<file path="src/rtl/regfile_pkg.sv">
// rtl/regfile_pkg.sv - shared types, constants and the counter saturation helper for regfile_scoreboard
//
// Contents:
//   XLEN_DEFAULT / NREG_DEFAULT / AW_DEFAULT : default geometry of the register file
//   ZERO_WORD                                : all-zero data word of default width
//   reg_addr_t / word_t                      : address and data word types at the default geometry
//   sat_limit(cnt_w)                         : largest value a cnt_w-bit pending-write counter may hold
package regfile_pkg;

    localparam int XLEN_DEFAULT = 32;
    localparam int NREG_DEFAULT = 32;
    localparam int AW_DEFAULT   = $clog2(NREG_DEFAULT);

    typedef logic [AW_DEFAULT-1:0]   reg_addr_t;
    typedef logic [XLEN_DEFAULT-1:0] word_t;

    localparam word_t ZERO_WORD = '0;

    function automatic int sat_limit(input int cnt_w);
        return (1 << cnt_w) - 1;
    endfunction

endpackage

</file>
<file path="src/rtl/regfile_scoreboard_sb_counter.sv">
// rtl/regfile_scoreboard_sb_counter.sv - one saturating pending-write counter of the scoreboard
//
// Ports:
//   clk, rst_n  : rising-edge clock, asynchronous active-low reset
//   inc         : reserve request for this register (ignored while full)
//   dec         : release request for this register (ignored while zero)
//   clr         : flush; clears the counter, wins over inc/dec
//   cnt         : current number of outstanding writes
//   full        : cnt is at the saturation limit
//   underflow   : a release arrived while cnt is zero (combinational pulse)
module sb_counter
    import regfile_pkg::*;
#(
    parameter int CNT_W = 2
) (
    input  logic             clk,
    input  logic             rst_n,
    input  logic             inc,
    input  logic             dec,
    input  logic             clr,
    output logic [CNT_W-1:0] cnt,
    output logic             full,
    output logic             underflow
);

    localparam int               LIMIT_I = sat_limit(CNT_W);
    localparam logic [CNT_W-1:0] LIMIT   = LIMIT_I[CNT_W-1:0];

    logic inc_ok;
    logic dec_ok;

    assign full      = (cnt == LIMIT);
    assign inc_ok    = inc & ~full;
    assign dec_ok    = dec & (cnt != '0);
    // An unmatched release is an error even on a flush cycle; the flush
    // cannot make a write that was never reserved legitimate.
    assign underflow = dec & (cnt == '0);

    always_ff @(posedge clk or negedge rst_n) begin
        if (!rst_n) begin
            cnt <= '0;
        end else if (clr) begin
            cnt <= '0;
        end else begin
            unique case ({inc_ok, dec_ok})
                2'b10:   cnt <= cnt + 1'b1;
                2'b01:   cnt <= cnt - 1'b1;
                default: cnt <= cnt;
            endcase
        end
    end

endmodule

</file>
<file path="src/rtl/regfile_scoreboard.sv">
// rtl/regfile_scoreboard.sv - parametrised register file with per-register pending-write scoreboard
//
// Optional feature macro: REGFILE_BYPASS_EN (writeback-to-read bypass of data and busy).
//
// Ports:
//   clk, rst_n             : rising-edge clock, asynchronous active-low reset
//   rs1_addr/rs2_addr      : read addresses (decode)
//   rs1_data/rs2_data      : combinational read data, x0 reads as zero
//   rs1_busy/rs2_busy      : read register has an outstanding write
//   rsv_en/rsv_addr        : reserve a destination at issue
//   rsv_full               : counter of rsv_addr saturated, reserve refused
//   wb_en/wb_addr/wb_data  : writeback, also releases one pending write
//   flush                  : clears all pending counters
//   sb_err                 : sticky, a writeback arrived with no pending write
module regfile_scoreboard
    import regfile_pkg::*;
#(
    parameter int XLEN  = XLEN_DEFAULT,
    parameter int NREG  = 32,
    parameter int AW    = $clog2(NREG),
    parameter int CNT_W = 2
) (
    input  logic            clk,
    input  logic            rst_n,
    input  logic [AW-1:0]   rs1_addr,
    input  logic [AW-1:0]   rs2_addr,
    output logic [XLEN-1:0] rs1_data,
    output logic [XLEN-1:0] rs2_data,
    output logic            rs1_busy,
    output logic            rs2_busy,
    input  logic            rsv_en,
    input  logic [AW-1:0]   rsv_addr,
    output logic            rsv_full,
    input  logic            wb_en,
    input  logic [AW-1:0]   wb_addr,
    input  logic [XLEN-1:0] wb_data,
    input  logic            flush,
    output logic            sb_err
);

    logic [XLEN-1:0]  regs  [NREG];
    logic [CNT_W-1:0] cnt_a [NREG];
    logic [NREG-1:0]  full_v;
    logic [NREG-1:0]  unf_v;

    // Register storage; entry 0 is never written so it stays at its reset zero.
    always_ff @(posedge clk or negedge rst_n) begin
        if (!rst_n) begin
            for (int i = 0; i < NREG; i++) begin
                regs[i] <= '0;
            end
        end else if (wb_en && (wb_addr != '0)) begin
            regs[wb_addr] <= wb_data;
        end
    end

    // x0 has no counter: it is never busy, never full and never underflows.
    assign cnt_a[0]  = '0;
    assign full_v[0] = 1'b0;
    assign unf_v[0]  = 1'b0;

    for (genvar r = 1; r < NREG; r++) begin : g_cnt
        sb_counter #(
            .CNT_W (CNT_W)
        ) u_cnt (
            .clk       (clk),
            .rst_n     (rst_n),
            .inc       (rsv_en && (rsv_addr == AW'(r))),
            .dec       (wb_en && (wb_addr == AW'(r))),
            .clr       (flush),
            .cnt       (cnt_a[r]),
            .full      (full_v[r]),
            .underflow (unf_v[r])
        );
    end

    assign rsv_full = full_v[rsv_addr];

    always_ff @(posedge clk or negedge rst_n) begin
        if (!rst_n) begin
            sb_err <= 1'b0;
        end else if (|unf_v) begin
            sb_err <= 1'b1;
        end
    end

    always_comb begin
        rs1_data = (rs1_addr == '0) ? '0 : regs[rs1_addr];
        rs2_data = (rs2_addr == '0) ? '0 : regs[rs2_addr];
        rs1_busy = (cnt_a[rs1_addr] != '0);
        rs2_busy = (cnt_a[rs2_addr] != '0);
`ifdef REGFILE_BYPASS_EN
        // A writeback in flight to the read register is forwarded; if it
        // retires the last pending write the register is no longer busy.
        if (wb_en && (wb_addr == rs1_addr) && (rs1_addr != '0)) begin
            rs1_data = wb_data;
            if (cnt_a[rs1_addr] == CNT_W'(1)) begin
                rs1_busy = 1'b0;
            end
        end
        if (wb_en && (wb_addr == rs2_addr) && (rs2_addr != '0)) begin
            rs2_data = wb_data;
            if (cnt_a[rs2_addr] == CNT_W'(1)) begin
                rs2_busy = 1'b0;
            end
        end
`endif
    end

endmodule

</file>
<file path="config.mk">
export PLATFORM = sky130hd
export DESIGN_NAME = regfile_scoreboard
export DESIGN_NICKNAME = d
export VERILOG_FILES = /design/src/rtl/regfile_pkg.sv /design/src/rtl/regfile_scoreboard_sb_counter.sv /design/src/rtl/regfile_scoreboard.sv
export SDC_FILE = /design/constraint.sdc
export NUM_CORES = 2
export LEC_CHECK = 0
export ABC_CLOCK_PERIOD_IN_PS = 4100
export BUFFER_PORTS_ARGS = -buffer_cell sky130_fd_sc_hd__buf_2
export CORE_MARGIN = 2
export CORE_UTILIZATION = 30
export CTS_CLUSTER_DIAMETER = 100
export DETAILED_ROUTE_END_ITERATION = 12
export GPL_ROUTABILITY_DRIVEN = 0
export GPL_TIMING_DRIVEN = 0
export SETUP_SLACK_MARGIN = 0.3
export SLEW_MARGIN = 0
export SYNTH_ARGS = -nofsm -noshare
export SYNTH_HDL_FRONTEND = slang
export SYNTH_SLANG_ARGS = --single-unit
</file>
<file path="constraint.sdc">
create_clock -name clk -period 4.1 [get_ports clk]
set_clock_uncertainty 0.05 [all_clocks]
set_input_delay 1.025 -clock clk [delete_from_list [all_inputs] [get_ports clk]]
set_output_delay 1.025 -clock clk [all_outputs]
set_load 0.01 [all_outputs]
</file>
==> metrics.md <==
| Metric | Value |
|---|---|
| Status | complete, but fails checks |
| Failing checks | max-capacitance violations, max-slew violations, negative setup slack |
| Initial antenna violation count | 27 |
| Leak | 31.03 nW |
| Most common cell after layout, fill and taps aside | dfrtp_1 |
| Die W | around 450 µm |
| Crit start category | input pin |
| Worst setup path class | input pin to output port |
| DRC errors left | 0 |
| Nets | 4,902 |
| First-pass GRT wire length | 340,200 µm |
| Setup Viol. Count Final | 9 |
| Num CTS Buffers | about 110 |
| Area of the multi-input gates | 30,370 µm² |
| Mapped cell area | 58,870 µm² |
| Drt first pass iters | 6 |
| RSZ-0062 raised after global routing | yes |
| Vias in the first global route | about 45,000 |
| Synth area leaders | dfrtp_1, mux4_2, mux2_2, nand2_1, clkbuf_1 |
| Detailed Place HPWL | roughly 160,000 µm |
| Register Area | 27,200 µm² |
| Clock transition at path regs | 0.06 ns |
| Synth top area share | 46.21% |
| Total global routing overflow | 0 |
| Largest net degree at the start of global routing | 168 |
| GRT Overall Usage | 24.05% |
| Die Area | 199,800 µm² |
| Routed vias | 44,820 |
| Finished Core Util | 36.63% |
| Post-synth top area cell | dfrtp_1 |
| Clk Latency, worst-skew pair | 0.80 ns |
| Die Ht | 447.0 µm |
| Fin. Hold Viols | 0 |
| Ports | 125 |
| Max IR drop VDD | between 0.3 and 0.4 mV |
| Syn Area/Cell | 13.03 µm² |
| Maximum clock insertion buffer count | 3 |
| Async set or reset register ratio after synthesis | 100.0% |
| CTS HTree Levels | 3 |
| Yosys warnings | 0 |
| Filler instances | 18,640 |
| Max cap viols | 2 |
| Max-slew headroom | -2.011% |
| WL/cell | 32.49 µm |
| Period minus WS final | 4.162 ns |
| Root Driver | clkbuf_16 |
| Fin crit share | 101.5% |
| Most used cell, CP | buf_16 |
| Fmax achieved | 0.2403 GHz |
| Area grow syn2layout | 21.33% |
| Setup TNS | -0.2465 ns |
| Post-synthesis register bit count | ~1,100 |
| Critical path's slowest cell | mux4_2 |
| Arrival time worst endpoint | 3.09 ns |
| CTS tree | done |
| WL final | 246,300 µm |
| Initial Util | 30.19% |
| Synth cell types | 69 |
| Sequential-to-total area share from yosys stat | between 40% and 50% |
| Average vias per placed instance | 5.913 |
| Post-Synthesis Cells | 4,519 |
| Crit-path max cell delay | 0.50 ns |
| Ys flop type | dfrtp_1 |
| # rows | 162 |
| Reg2reg path depth | 5 |
| CTS Sinks | about 1,100 |
| Least-Margin Pin Slew | 1.525 ns |
| Worst setup EP type | output port |
| Worst hold path class | input pin to async pin |
| Most frequent cells in the layout | dfrtp_1, nand2_1, mux2_2 |
| Crit-path cells | buf_12, buf_16, buf_16, bufbuf_16, mux4_2, mux2i_1, o22ai_1, a21o_1, buf_2 |
| Req. time, crit path | 3.02 ns |
| Hold_buf cts | 0 |
| Layout cells sized above 1 | 40.57% |
| Core area | 195,000 µm² |
| Setup ws final | -0.06177 ns |
| Port Buffer Count | 112 |
| Post-route antenna net violation count | 0 |
| Pwr dens | around 460 nW/µm² |
| Slew Limit Fails | 20 |
| Post-synthesis net count | 4,576 |
| Count of flip-flops with a built-in enable after synthesis | 0 |
| Starting DRT DRC Count | 5,703 |
| Crit path max fanout | 8 |
## metal layers
metal / vias to the layer above / track usage (%) / share of wire, %
li1: 17510 / - / -
met1: 23530 / 28.42 / 35
met2: 2855 / 36.78 / 45
met3: 916 / 7.847 / 11
met4: 16 / 17.32 / 8.0
met5: - / 0 / 0.085
## sequential cells by signal, summed over array words and instances, names as in the netlist
signal / cells
sb_err: 1
g_cnt.u_cnt.cnt: 62
regs: 1024
## area by class of cell
class,count,share of cell area [%]
Antenna cell,14,0.04905
Buffer,480,5.707
Clock buffer,169,4.760
Clock inverter,44,0.7778
Inverter,7,0.04379
Multi-Input combinational cell,2945,42.52
Sequential cell,1087,38.08
Tap cell,2624,4.597
Timing Repair Buffer,210,3.458
## cell usage after synthesis, types with 9 or more instances
| cell | number |
|---|---|
| a2111oi_0 | 14 |
| mux2_1 | 47 |
| buf_6 | 9 |
| nand2b_1 | 14 |
| mux2i_1 | 108 |
| dfrtp_1 | 1087 |
| mux4_2 | 562 |
| clkbuf_1 | 326 |
| a31oi_1 | 30 |
| nor2_1 | 89 |
| nand2_1 | 849 |
| o22ai_1 | 42 |
| buf_2 | 100 |
| o21a_1 | 23 |
| a211oi_1 | 40 |
| a311oi_1 | 9 |
| a22oi_1 | 23 |
| buf_1 | 26 |
| o21ai_0 | 41 |
| a21o_1 | 68 |
| a21oi_1 | 85 |
| nand3_1 | 19 |
| nor3b_1 | 11 |
| mux2_2 | 689 |
| nor3_1 | 50 |
| a221oi_1 | 23 |
| buf_4 | 19 |
| nor4_1 | 12 |
## cell families (layout without fill, tap and decap cells)
kind of cell | count (synthesis) | count (layout) | synth area share (%)
compound gates | 434 | 434 | 5.023
mux | 1406 | 1406 | 37.42
simple gates | 1105 | 1105 | 7.798
other cells | 0 | 14 | 0
flops | 1087 | 1087 | 46.21
buf+inv | 487 | 910 | 3.554
## metrics by stage
step | hold slack (ns) | total power [mW] | setup WS [ns] | cells | instance area [µm²]
6_report | 0.2239 | 32.53 | -0.06177 | 7580 | 71420
5_1_grt | 0.3194 | 33.58 | -0.06517 | 7577 | 71420
4_1_cts | 0.2907 | 32.11 | 0.007101 | 7531 | 70180
3_5_place_dp | 0.3974 | 20.66 | -1.761 | 7262 | 62930
3_3_place_gp | 0.3929 | 20.36 | -22.34 | 7255 | 62720
2_1_floorplan | 0.3746 | 18.33 | 0.3254 | 4519 | 58870
## worst max-delay path: cells and delay by family
| family | cells | cell delay [ns] |
|---|---|---|
| buffers and inverters | 5 | 0.95 |
| multiplexers | 2 | 0.71 |
| AO/OA/AOI/OAI | 2 | 0.36 |
## worst paths after layout
path | from | to | slack (ns)
worst min-delay path | rst_n | regs[720]$_DFFE_PN0P_ | 0.22
worst min register to register | regs[1022]$_DFFE_PN0P_ | regs[1022]$_DFFE_PN0P_ | 0.42
worst max register to register | g_cnt[18].u_cnt.cnt[0]$_DFFE_PN0P_ | sb_err$_DFFE_PN0P_ | 2.08
max in group asynchronous | rst_n | g_cnt[26].u_cnt.cnt[0]$_DFFE_PN0P_ | 1.52
worst max-delay path | rs1_addr[0] | rs1_data[30] | -0.06
min in group clk | regs[1022]$_DFFE_PN0P_ | regs[1022]$_DFFE_PN0P_ | 0.42
## power by group
part / switching (mW) / internal, mW / total, mW
Combinational: 3.29 / 4.08 / 7.37
Clock: 4.84 / 6.26 / 11.1
Sequential: 1.43 / 12.6 / 14.1
Total: 9.56 / 23.0 / 32.5
## what timing repair did
action	4_1_cts	5_1_grt
pin swaps	31	23
hold endpoints to repair	0	0
setup buffers	43	21
resized for setup	659	139
endpoints found under the setup margin	67	67
gates cloned	13	14
(Power assumes the default switching activity.)
